**config.mk**
```make
export PLATFORM = sky130hd
export DESIGN_NAME = matrix_loader
export DESIGN_NICKNAME = d
export VERILOG_FILES = /design/src/rtl/matrix_loader.sv
export SDC_FILE = /design/constraint.sdc
export NUM_CORES = 1
export LEC_CHECK = 0
export ABC_AREA = 1
export BUFFER_PORTS_ARGS = -buffer_cell sky130_fd_sc_hd__buf_2
export CAP_MARGIN = 20
export CORE_MARGIN = 5
export CORE_UTILIZATION = 45
export DETAILED_ROUTE_END_ITERATION = 10
export GPL_TIMING_DRIVEN = 1
export PLACE_DENSITY = 0.66
export SLEW_MARGIN = 20
export SYNTH_ARGS = -nofsm -noshare
export SYNTH_HDL_FRONTEND = slang
export SYNTH_SLANG_ARGS = --single-unit
export TNS_END_PERCENT = 50
```
**constraint.sdc**
```tcl
create_clock -name clk -period 2.1 [get_ports clk]
set_clock_uncertainty 0.05 [all_clocks]
set_input_delay 0.42 -clock clk [delete_from_list [all_inputs] [get_ports clk]]
set_output_delay 0.42 -clock clk [all_outputs]
set_load 0.03 [all_outputs]
```
**src/rtl/matrix_loader.sv**
```systemverilog
// matrix_loader: packs a valid/ready byte stream into DIM*DIM-element matrix
// words and writes them to the shared operand memory at consecutive
// addresses starting from a latched base.
module matrix_loader #(
  parameter int ELEM_W = 8,
  parameter int DIM    = 5,
  parameter int ADDR_W = 8
) (
  input  logic                        clk,
  input  logic                        reset,
  input  logic                        start,
  input  logic [ADDR_W-1:0]           base_addr,
  input  logic [3:0]                  num_words,
  input  logic [ELEM_W-1:0]           byte_in,
  input  logic                        byte_valid,
  output logic                        byte_ready,
  output logic [ADDR_W-1:0]           mem_address,
  output logic [ELEM_W*DIM*DIM-1:0]   mem_data_out,
  output logic                        mem_wren,
  output logic                        busy,
  output logic                        done
);

  localparam int WORD_W = ELEM_W * DIM * DIM;
  localparam int NBEATS = DIM * DIM;
  localparam int BEAT_W = $clog2(NBEATS);

  typedef enum logic [1:0] {IDLE, COLLECT, WRITE, DONE} state_t;

  state_t              state, state_nx;
  logic [BEAT_W-1:0]   beat_q;
  logic [3:0]          word_q;
  logic [3:0]          num_q;
  logic [ADDR_W-1:0]   base_q;
  logic [WORD_W-1:0]   shreg_q;
  logic                last_beat;
  logic [WORD_W-1:0]   packed_word;

  assign last_beat   = (beat_q == BEAT_W'(NBEATS - 1));
  // New beats enter at the top and shift down, so after NBEATS transfers the
  // first beat sits in the lowest element slot.
  assign packed_word = {byte_in, shreg_q[WORD_W-1:ELEM_W]};

  // State register
  always_ff @(posedge clk) begin
    if (reset) state <= IDLE;
    else       state <= state_nx;
  end

  // Next-state logic
  always_comb begin
    state_nx = state;
    case (state)
      IDLE:    if (start) state_nx = (num_words == 4'd0) ? DONE : COLLECT;
      COLLECT: if (byte_valid && last_beat) state_nx = WRITE;
      WRITE:   state_nx = ({1'b0, word_q} + 5'd1 == {1'b0, num_q}) ? DONE : COLLECT;
      DONE:    state_nx = IDLE;
      default: state_nx = IDLE;
    endcase
  end

  // Control outputs decoded from the current state
  always_comb begin
    byte_ready = (state == COLLECT);
    mem_wren   = (state == WRITE);
    busy       = (state == COLLECT) || (state == WRITE);
    done       = (state == DONE);
  end

  // Datapath: parameter latch, beat/word counters, packing and write registers
  always_ff @(posedge clk) begin
    if (reset) begin
      base_q       <= '0;
      num_q        <= '0;
      beat_q       <= '0;
      word_q       <= '0;
      shreg_q      <= '0;
      mem_address  <= '0;
      mem_data_out <= '0;
    end else begin
      case (state)
        IDLE: begin
          if (start) begin
            base_q <= base_addr;
            num_q  <= num_words;
            beat_q <= '0;
            word_q <= '0;
          end
        end
        COLLECT: begin
          if (byte_valid && byte_ready) begin
            shreg_q <= packed_word;
            if (last_beat) begin
              // Word and address are registered on the final beat so they are
              // already stable for the whole WRITE cycle and held afterwards.
              beat_q       <= '0;
              mem_data_out <= packed_word;
              mem_address  <= base_q + ADDR_W'(word_q);
            end else begin
              beat_q <= beat_q + 1'b1;
            end
          end
        end
        WRITE: begin
          word_q <= word_q + 4'd1;
          beat_q <= '0;
        end
        default: ;
      endcase
    end
  end

endmodule

```
==> results of run 1 <==
[critical path: stages (launching register included)]
cell	delay (ps)
dfxtp_1	330
inv_1	100
ha_1	280
buf_2	260
[per-layer routing]
metal | global-route usage, % | vias to the layer above | routed length (um)
met2 | 32.0 | 335 | 17400
met4 | 6.28 | 0 | 1100
met1 | 28.0 | 5946 | 17500
met3 | 4.90 | 69 | 2890
met5 | 0 | - | 0
li1 | - | 6516 | -
[flip-flops by register name (all words and copies together) (netlist names)]
register	count
shreg_q	192
state	2
mem_data_out	200
num_q	4
mem_address	8
word_q	4
beat_q	5
base_q	8
[placed cells by master (no fill, tap or decap), drive strengths merged, types with 3 or more instances in the layout]
cell	Yosys	layout
nand2	694	694
dfxtp	423	423
a21oi	341	341
buf	67	259
nor2	165	165
o21ai	88	88
clkbuf	67	63
inv	35	38
nand3	13	13
ha	11	11
clkinv	0	8
nand4	5	5
o21a	3	3
xor2	3	3
bufinv	0	3
[through the flow]
step	util [%]	std cells	total power [mW]
2_1_floorplan	-	1927	10.4
3_3_place_gp	49.6	2500	11.0
3_5_place_dp	49.6	2500	11.1
4_1_cts	53.8	2577	18.7
5_1_grt	53.8	2577	19.4
6_report	53.8	2577	18.5
[kinds of logic (layout without fill, tap and decap cells)]
family,Yosys count,count (layout)
XOR/XNOR,5,5
buffers and inverters,169,371
flip-flops,423,423
AND/OR/NAND/NOR,881,881
AO/OA/AOI/OAI,437,437
adder cells (fa/ha/maj),12,12
[path summary, 6_finish.rpt]
check | end | cells past startpoint
worst max-delay path | byte_ready | 3
worst max register to register | mem_address[6] | 8
worst min register to register | mem_data_out[94] | 2
worst min-delay path | base_q[5] | 3
[power by group]
group          switching [mW]  total, mW  internal, mW
combinational            1.53       2.19         0.663
clock                    3.10       7.57          4.47
sequential              0.297       8.69          8.40
[layout make-up]
class                   instances  area share [%]
clock buffers                  63            6.89
multi-input cells            1335            32.2
repair buffers                259            8.74
flip-flops and latches        423            47.3
clock inverters                14           0.929
inverters                      35           0.789
well taps                     448            3.13
==> qor.yml, run 1 <==
synth.largest_area_cell: "dfxtp_1"
synthArstFlopShare_pct: 0
setup_viol: 0
synth_warnings: 0
ys_seq_area_share_pct: 56.3
ctsHoldBuffers: 0
rsz0062_at_grt: "false"
worstPathArrival_ps: 1500
synthXorXnorAreaFrac_pct: 0.291
drt_pre_antenna_iters: 5
p_per_area_nw_per_um2: 1030
ys_ff_latch: 423
critical_path.startpoint: "state[1]"
fin_hold_ws_ps: 109
fin_crit_ps: 1970
antenna_found_initial: 0
netlist.area_leader.share_pct: 56.3
drtAntennaViolNets: 0
cts_resized: 0
drc: 0
cts_tree: "built"
synthFlopType: "dfxtp_1"
power.leakage_nw: 6.93
netlist_instances: 1927
place.gp.congestion: 0.814
grt_pass1_vias: 12400
finalInstanceArea_sq_um: 17900
synth_compound_area_share_pct: 14.7
routed_via_density: 4.99
synthMuxAreaShare_pct: 0
finalCritPeriodShare_pct: 93.7
fin_nets: 2134
cts.sinks: 423
crit_type: "reg -> out"
netlist_area_sq_um: 15000
num-fill-cells: 3249
multi_input_area_sq_um: 5780
synth_common_cells: "nand2_1 (694), dfxtp_1 (423), a21oi_1 (341)"
yosys.area_share.simple_pct: 22.3
grt_max_degree: 183
synth_nets: 1963
cp.required_ps: 1630
overflow: 0
area.sequential_sq_um: 8470
slew_headroom_pct: 41.9
synth_most_common_cell: "nand2_1"
start_util_pct: 45.2
post_cts_buffers: 0
preCtsSetupSlack_ps: 184
final_layout_size_suffix_gt1_share_pct: 15.4
final_max_slew_viol_count: 0
vias: 12900
synth.avg_cell_area_sq_um: 7.81
synthAdderAreaFrac_pct: 1.05
die-area_sq_um: 37200
synth_top_family_by_area: "simple AND/OR/NAND/NOR gates"
dieHeight_um: 193
reg2reg_from: "word_q[0]"
gr-usage-all-layers_pct: 20.4
startpoint_type: "flip-flop"
die_x_um: 193
cts_buffer_depth: 3
clockRootBuffer: "clkbuf_16"
crit_path_end_kind: "output port"
synth.area.top_cells: "dfxtp_1 (56%), nand2_1 (17%), a21oi_1 (11%)"
hold_viol_final: 0
finalWirelength_mm: 38.9
tightest_slew_ps: 872
std_cell_rows: 67
ys_types: 28
cts_buffers: 44
status: "finished, final reports clean"
dp_hpwl_mm: 24.8
port_buffers: 235
fmax_mhz: 508
synth-edff-count: 0
ir_drop_mv: 0.620
cts_max_level: 2
grt_pass1_wl_mm: 63.1
antenna_cells: 0
rrSetupSlack_ps: 170
clk_pin_slew_ps: 60
path_max_fanout: 5
timing.hold.worst.class: "in -> reg"
wl_per_cell_um: 15.1
area_growth_pct: 19.0
place_area_sq_um: 16500
setup_tns_ps: 0
setup_ws_ps: 132
core-area_sq_um: 33300
io_pins: 236
drtIter0Drc: 864
worst_skew_pair.late_latency_ps: 530
hold_start: "base_addr[5]"
maxCapViolCount: 0
(Power assumes the default switching activity.)
==> run 2, diff against run 1 <==
Settings changed: CORE_UTILIZATION 45 to 48, PLACE_DENSITY 0.66 to 0.69.
==> qor.yml, run 2 (synthesis gave the netlist of run 1 again) <==
io_pins: 236
cts_buffer_depth: 3
total_power_mw: 18.7
drtAntennaViolNets: 0
tightest_slew_ps: 741
power.leakage_nw: 6.98
antenna_cells: 0
gr-usage-all-layers_pct: 20.9
drc: 0
slowest_delay_ps: 330
place.gp.congestion: 0.836
drtIter0Drc: 853
finalWirelength_mm: 38.6
grt_max_degree: 159
path_max_fanout: 5
setup_ws_ps: 130
core-area_sq_um: 30700
intPower_mw: 13.8
setup_tns_ps: 0
top_regs: "mem_data_out x200, shreg_q x192"
cts_max_level: 2
overflow: 0
swShare_pct: 26.3
dp_hpwl_mm: 24.5
crit_type: "reg -> out"
fin_nets: 2142
start_util_pct: 48.9
vias: 13000
final_max_slew_viol_count: 0
cts.sinks: 423
area_growth_pct: 19.4
largest_reg_flops: 200
fmax_mhz: 508
area.sequential_sq_um: 8470
place_area_sq_um: 16500
regMostFlops: "mem_data_out"
p_per_area_nw_per_um2: 1040
finalCritPeriodShare_pct: 93.8
startpoint_type: "flip-flop"
cp.required_ps: 1630
setup_viol: 0
num-fill-cells: 2847
fin_crit_ps: 1970
finalInstanceArea_sq_um: 18000
worst_skew_pair.late_latency_ps: 520
cts_buffers: 44
maxCapViolCount: 0
hold_viol_final: 0
wl_per_cell_um: 15.2
mostFrequentLayoutCells: "nand2_1 (693), dfxtp_1 (423), a21oi_1 (341), buf_2 (234), nor2_1 (164)"
routed_via_density: 5.13
cts_tree: "built"
placed_cells: 2452
grt_pass1_wl_mm: 62.6
rsz0062_at_grt: "false"
final_layout_size_suffix_gt1_share_pct: 15.9
seqPwrFrac_pct: 46.5
grt_pass1_vias: 12200
slew_headroom_pct: 50.6
std_cell_rows: 64
die-area_sq_um: 35000
ir_drop_mv: 0.734
p_clk_share_pct: 41.8
clockRootBuffer: "clkbuf_16"
dieHeight_um: 187
clk_pin_slew_ps: 60
path_cells: "inv_1 -> ha_1 -> buf_2"
worstPathArrival_ps: 1500
p_sw_mw: 4.92
combPwrFrac_pct: 11.8
multi_input_area_sq_um: 5780
preCtsSetupSlack_ps: 115
timing.hold.worst.class: "in -> reg"
status: "finished, final reports clean"
final_cells: 2535
drt_pre_antenna_iters: 5
port_buffers: 235
rrSetupSlack_ps: 140
critPathSlowestCell: "dfxtp_1"
die_x_um: 187
layout_commonest_cell: "nand2_1"
crit_path_end_kind: "output port"
antenna_found_initial: 0
## run 2: layout make-up
class	instances	share of cell area (%)
timing repair buffer	267	8.96
clock inverter	14	1.01
inverter	35	0.801
tap	396	2.76
multi-input combinational	1335	32.2
sequential	423	47.1
clock buffer	65	7.19
## run 2: per-stage QoR
stage               util (%)  hold slack (ps)
floorplan                  -              393
global placement        53.5              394
detailed placement      53.5              399
CTS                     58.3             58.0
global route            58.4             60.9
finish                  58.4             74.0
## run 2: worst paths after layout
check                                          to              from  depth (start not counted)
worst max-delay path                   byte_ready          state[1]                          3
worst min-delay path            mem_data_out[182]             reset                          2
worst max register to register  mem_data_out[175]          state[1]                          9
worst min register to register   mem_data_out[14]  mem_data_out[14]                          2
## run 2: power groups by stage
| stage | clock (mW) | sequential [mW] | combinational, mW |
|---|---|---|---|
| finish | 7.82 | 8.70 | 2.20 |
| global route | 8.34 | 8.74 | 2.48 |
| global placement | 0 | 8.86 | 2.17 |
| CTS | 7.96 | 8.69 | 2.21 |
| detailed placement | 0 | 8.87 | 2.21 |
| floorplan | 0 | 8.77 | 1.64 |
## run 2: metal layers
| layer | up-vias | share of wire (%) | track usage (%) |
|---|---|---|---|
| li1 | 6534 | - | - |
| met3 | 52 | 5.9 | 4.48 |
| met2 | 318 | 46 | 33.5 |
| met1 | 6111 | 46 | 28.5 |
| met5 | - | 0 | 0 |
| met4 | 0 | 2.1 | 6.06 |
## run 2: what timing repair did
action	in CTS	in global routing
resized for setup	0	3
hold buffers	0	0
buffers inserted	0	3
endpoints found under the setup margin	0	59
## run 2: worst max-delay path, delay by kind of cell (launching register included)
kind	cells	cell delay, ps
DFF	1	330
buffers and inverters	2	360
adders and majority gates	1	280
==> run 3, diff against run 2 <==
Settings changed: CORE_MARGIN 5 to 1.5, CTS_BUF_LIST from default to sky130_fd_sc_hd__clkbuf_4 sky130_fd_sc_hd__clkbuf_8 sky130_fd_sc_hd__clkbuf_16.
Clock period 2.1 ns to 2.5 ns, I/O delays scaled along.
==> qor.yml, run 3 (synthesis gave the netlist of run 1 again) <==
violations: "design-rule violations"
fin_nets: 2129
grt_max_degree: 206
p_per_area_nw_per_um2: 876
worst_skew_pair.late_latency_ps: 520
timing.hold.worst.class: "in -> reg"
layout_commonest_cell: "nand2_1"
cts.sinks: 423
area_growth_pct: 18.5
cts_buffer_depth: 3
combPwrFrac_pct: 11.4
gr-usage-all-layers_pct: 22.3
final_layout_size_suffix_gt1_share_pct: 15.9
antenna_found_initial: 0
drc: 10
routed_via_density: 5.15
mostFrequentLayoutCells: "nand2_1 (693), dfxtp_1 (423), a21oi_1 (341), buf_2 (234), nor2_1 (164)"
reg2regPathDepth: 6
dieHeight_um: 180
ctsHoldBuffers: 0
io_pins: 236
die-area_sq_um: 32400
rsz0062_at_grt: "false"
finalWirelength_mm: 37.4
finalCritPeriodShare_pct: 83.3
wl_per_cell_um: 14.8
post_cts_buffers: 0
clk_pin_slew_ps: 60
swShare_pct: 26.0
hold_start: "base_addr[6]"
die_x_um: 180
rrSetupSlack_ps: 420
hold_depth: 3
fin_crit_ps: 2080
num-fill-cells: 2923
reg2reg_from: "state[1]"
grt_pass1_wl_mm: 60.7
status: "complete, but fails checks"
regMostFlops: "mem_data_out"
power.leakage_nw: 6.94
vias: 13000
fmax_mhz: 480
drtAntennaViolNets: 0
finalInstanceArea_sq_um: 17800
whs_endpoint: "base_q[6]"
path_max_fanout: 192
ir_drop_mv: 0.528
hold_viol_final: 0
startpoint_type: "flip-flop"
largest_reg_flops: 200
cts_buffers: 42
drtIter0Drc: 1109
seqPwrFrac_pct: 46.8
intPower_mw: 11.6
cts_max_level: 2
total_power_mw: 15.6
cts_tree: "built"
clockRootBuffer: "clkbuf_16"
cts_resized: 0
top_regs: "mem_data_out x200, shreg_q x192"
antenna_cells: 0
port_buffers: 235
final_max_slew_viol_count: 0
core-area_sq_um: 30700
overflow: 0
worstPathArrival_ps: 2480
maxCapViolCount: 0
std_cell_rows: 64
place.gp.congestion: 0.828
drt_pre_antenna_iters: 10
worstReg2RegEnd: "shreg_q[176]"
start_util_pct: 48.9
grt_pass1_vias: 11900
tightest_slew_ps: 1000
slew_headroom_pct: 33.1
place_area_sq_um: 16400
p_clk_share_pct: 41.8
dp_hpwl_mm: 23.5
crit_type: "reg -> reg"
setup_viol: 0
setup_tns_ps: 0
p_sw_mw: 4.07
crit_path_end_kind: "flip-flop"
cp.required_ps: 2900
-- run 3: cell types whose count changed in the layout (fill, tap and decap cells not counted), sizes merged --
cell	before	now
buf	266	256
clkbuf	66	63
clkinvlp	3	0
inv	35	37
-- run 3: layer usage --
metal	track usage [%]	share of wire [%]	routed length [um]	vias to the layer above
li1	-	-	-	6501
met1	30.9	46	17200	6090
met2	35.6	46	17100	336
met3	4.83	6.3	2350	53
met4	5.48	1.9	693	0
met5	0	0	0	-
-- run 3: worst max path at each step --
stage          startpoint               end  slack (ps)  cells past startpoint
2_1_floorplan    state[1]    mem_address[6]         640                      9
3_5_place_dp     state[1]  mem_data_out[34]         450                      8
3_3_place_gp     state[1]  mem_data_out[80]         540                      8
4_1_cts          state[1]  mem_data_out[91]         420                      8
5_1_grt          state[1]  mem_data_out[93]         260                      8
6_report         state[1]      shreg_q[176]         420                      6
-- run 3: worst max-delay path, cell delays in order, from the launching register on --
cell,delay [ps]
dfxtp_1,360
inv_1,80
ha_1,260
nand2_4,150
buf_12,480
o21ai_0,250
nor2_1,130
-- run 3: power groups by stage --
stage / sequential (mW) / clock (mW) / combinational (mW)
finish: 7.31 / 6.54 / 1.78
global route: 7.34 / 6.93 / 2.01
CTS: 7.31 / 6.66 / 1.79
detailed placement: 7.45 / 0 / 1.78
global placement: 7.45 / 0 / 1.74
floorplan: 7.36 / 0 / 1.38
-- run 3: per-stage QoR --
stage                     utilization, %  hold WS (ps)  std cells  setup slack (ps)
after floorplan                        -           393       1927               639
after global placement              53.2           395       2445               540
after detailed placement            53.2           399       2445               445
after CTS                           58.0           177       2521               422
after global routing                58.0           189       2521               260
final                               58.0           193       2521               418
-- run 3: final cells by class --
type                            instances  area, sq um  area share [%]
Sequential cell                       423         8470            47.5
Multi-Input combinational cell       1335         5780            32.4
Timing Repair Buffer                  256         1480            8.31
Clock buffer                           63         1290            7.26
Tap cell                              396          495            2.78
Clock inverter                         13          173           0.968
Inverter                               35          141           0.793
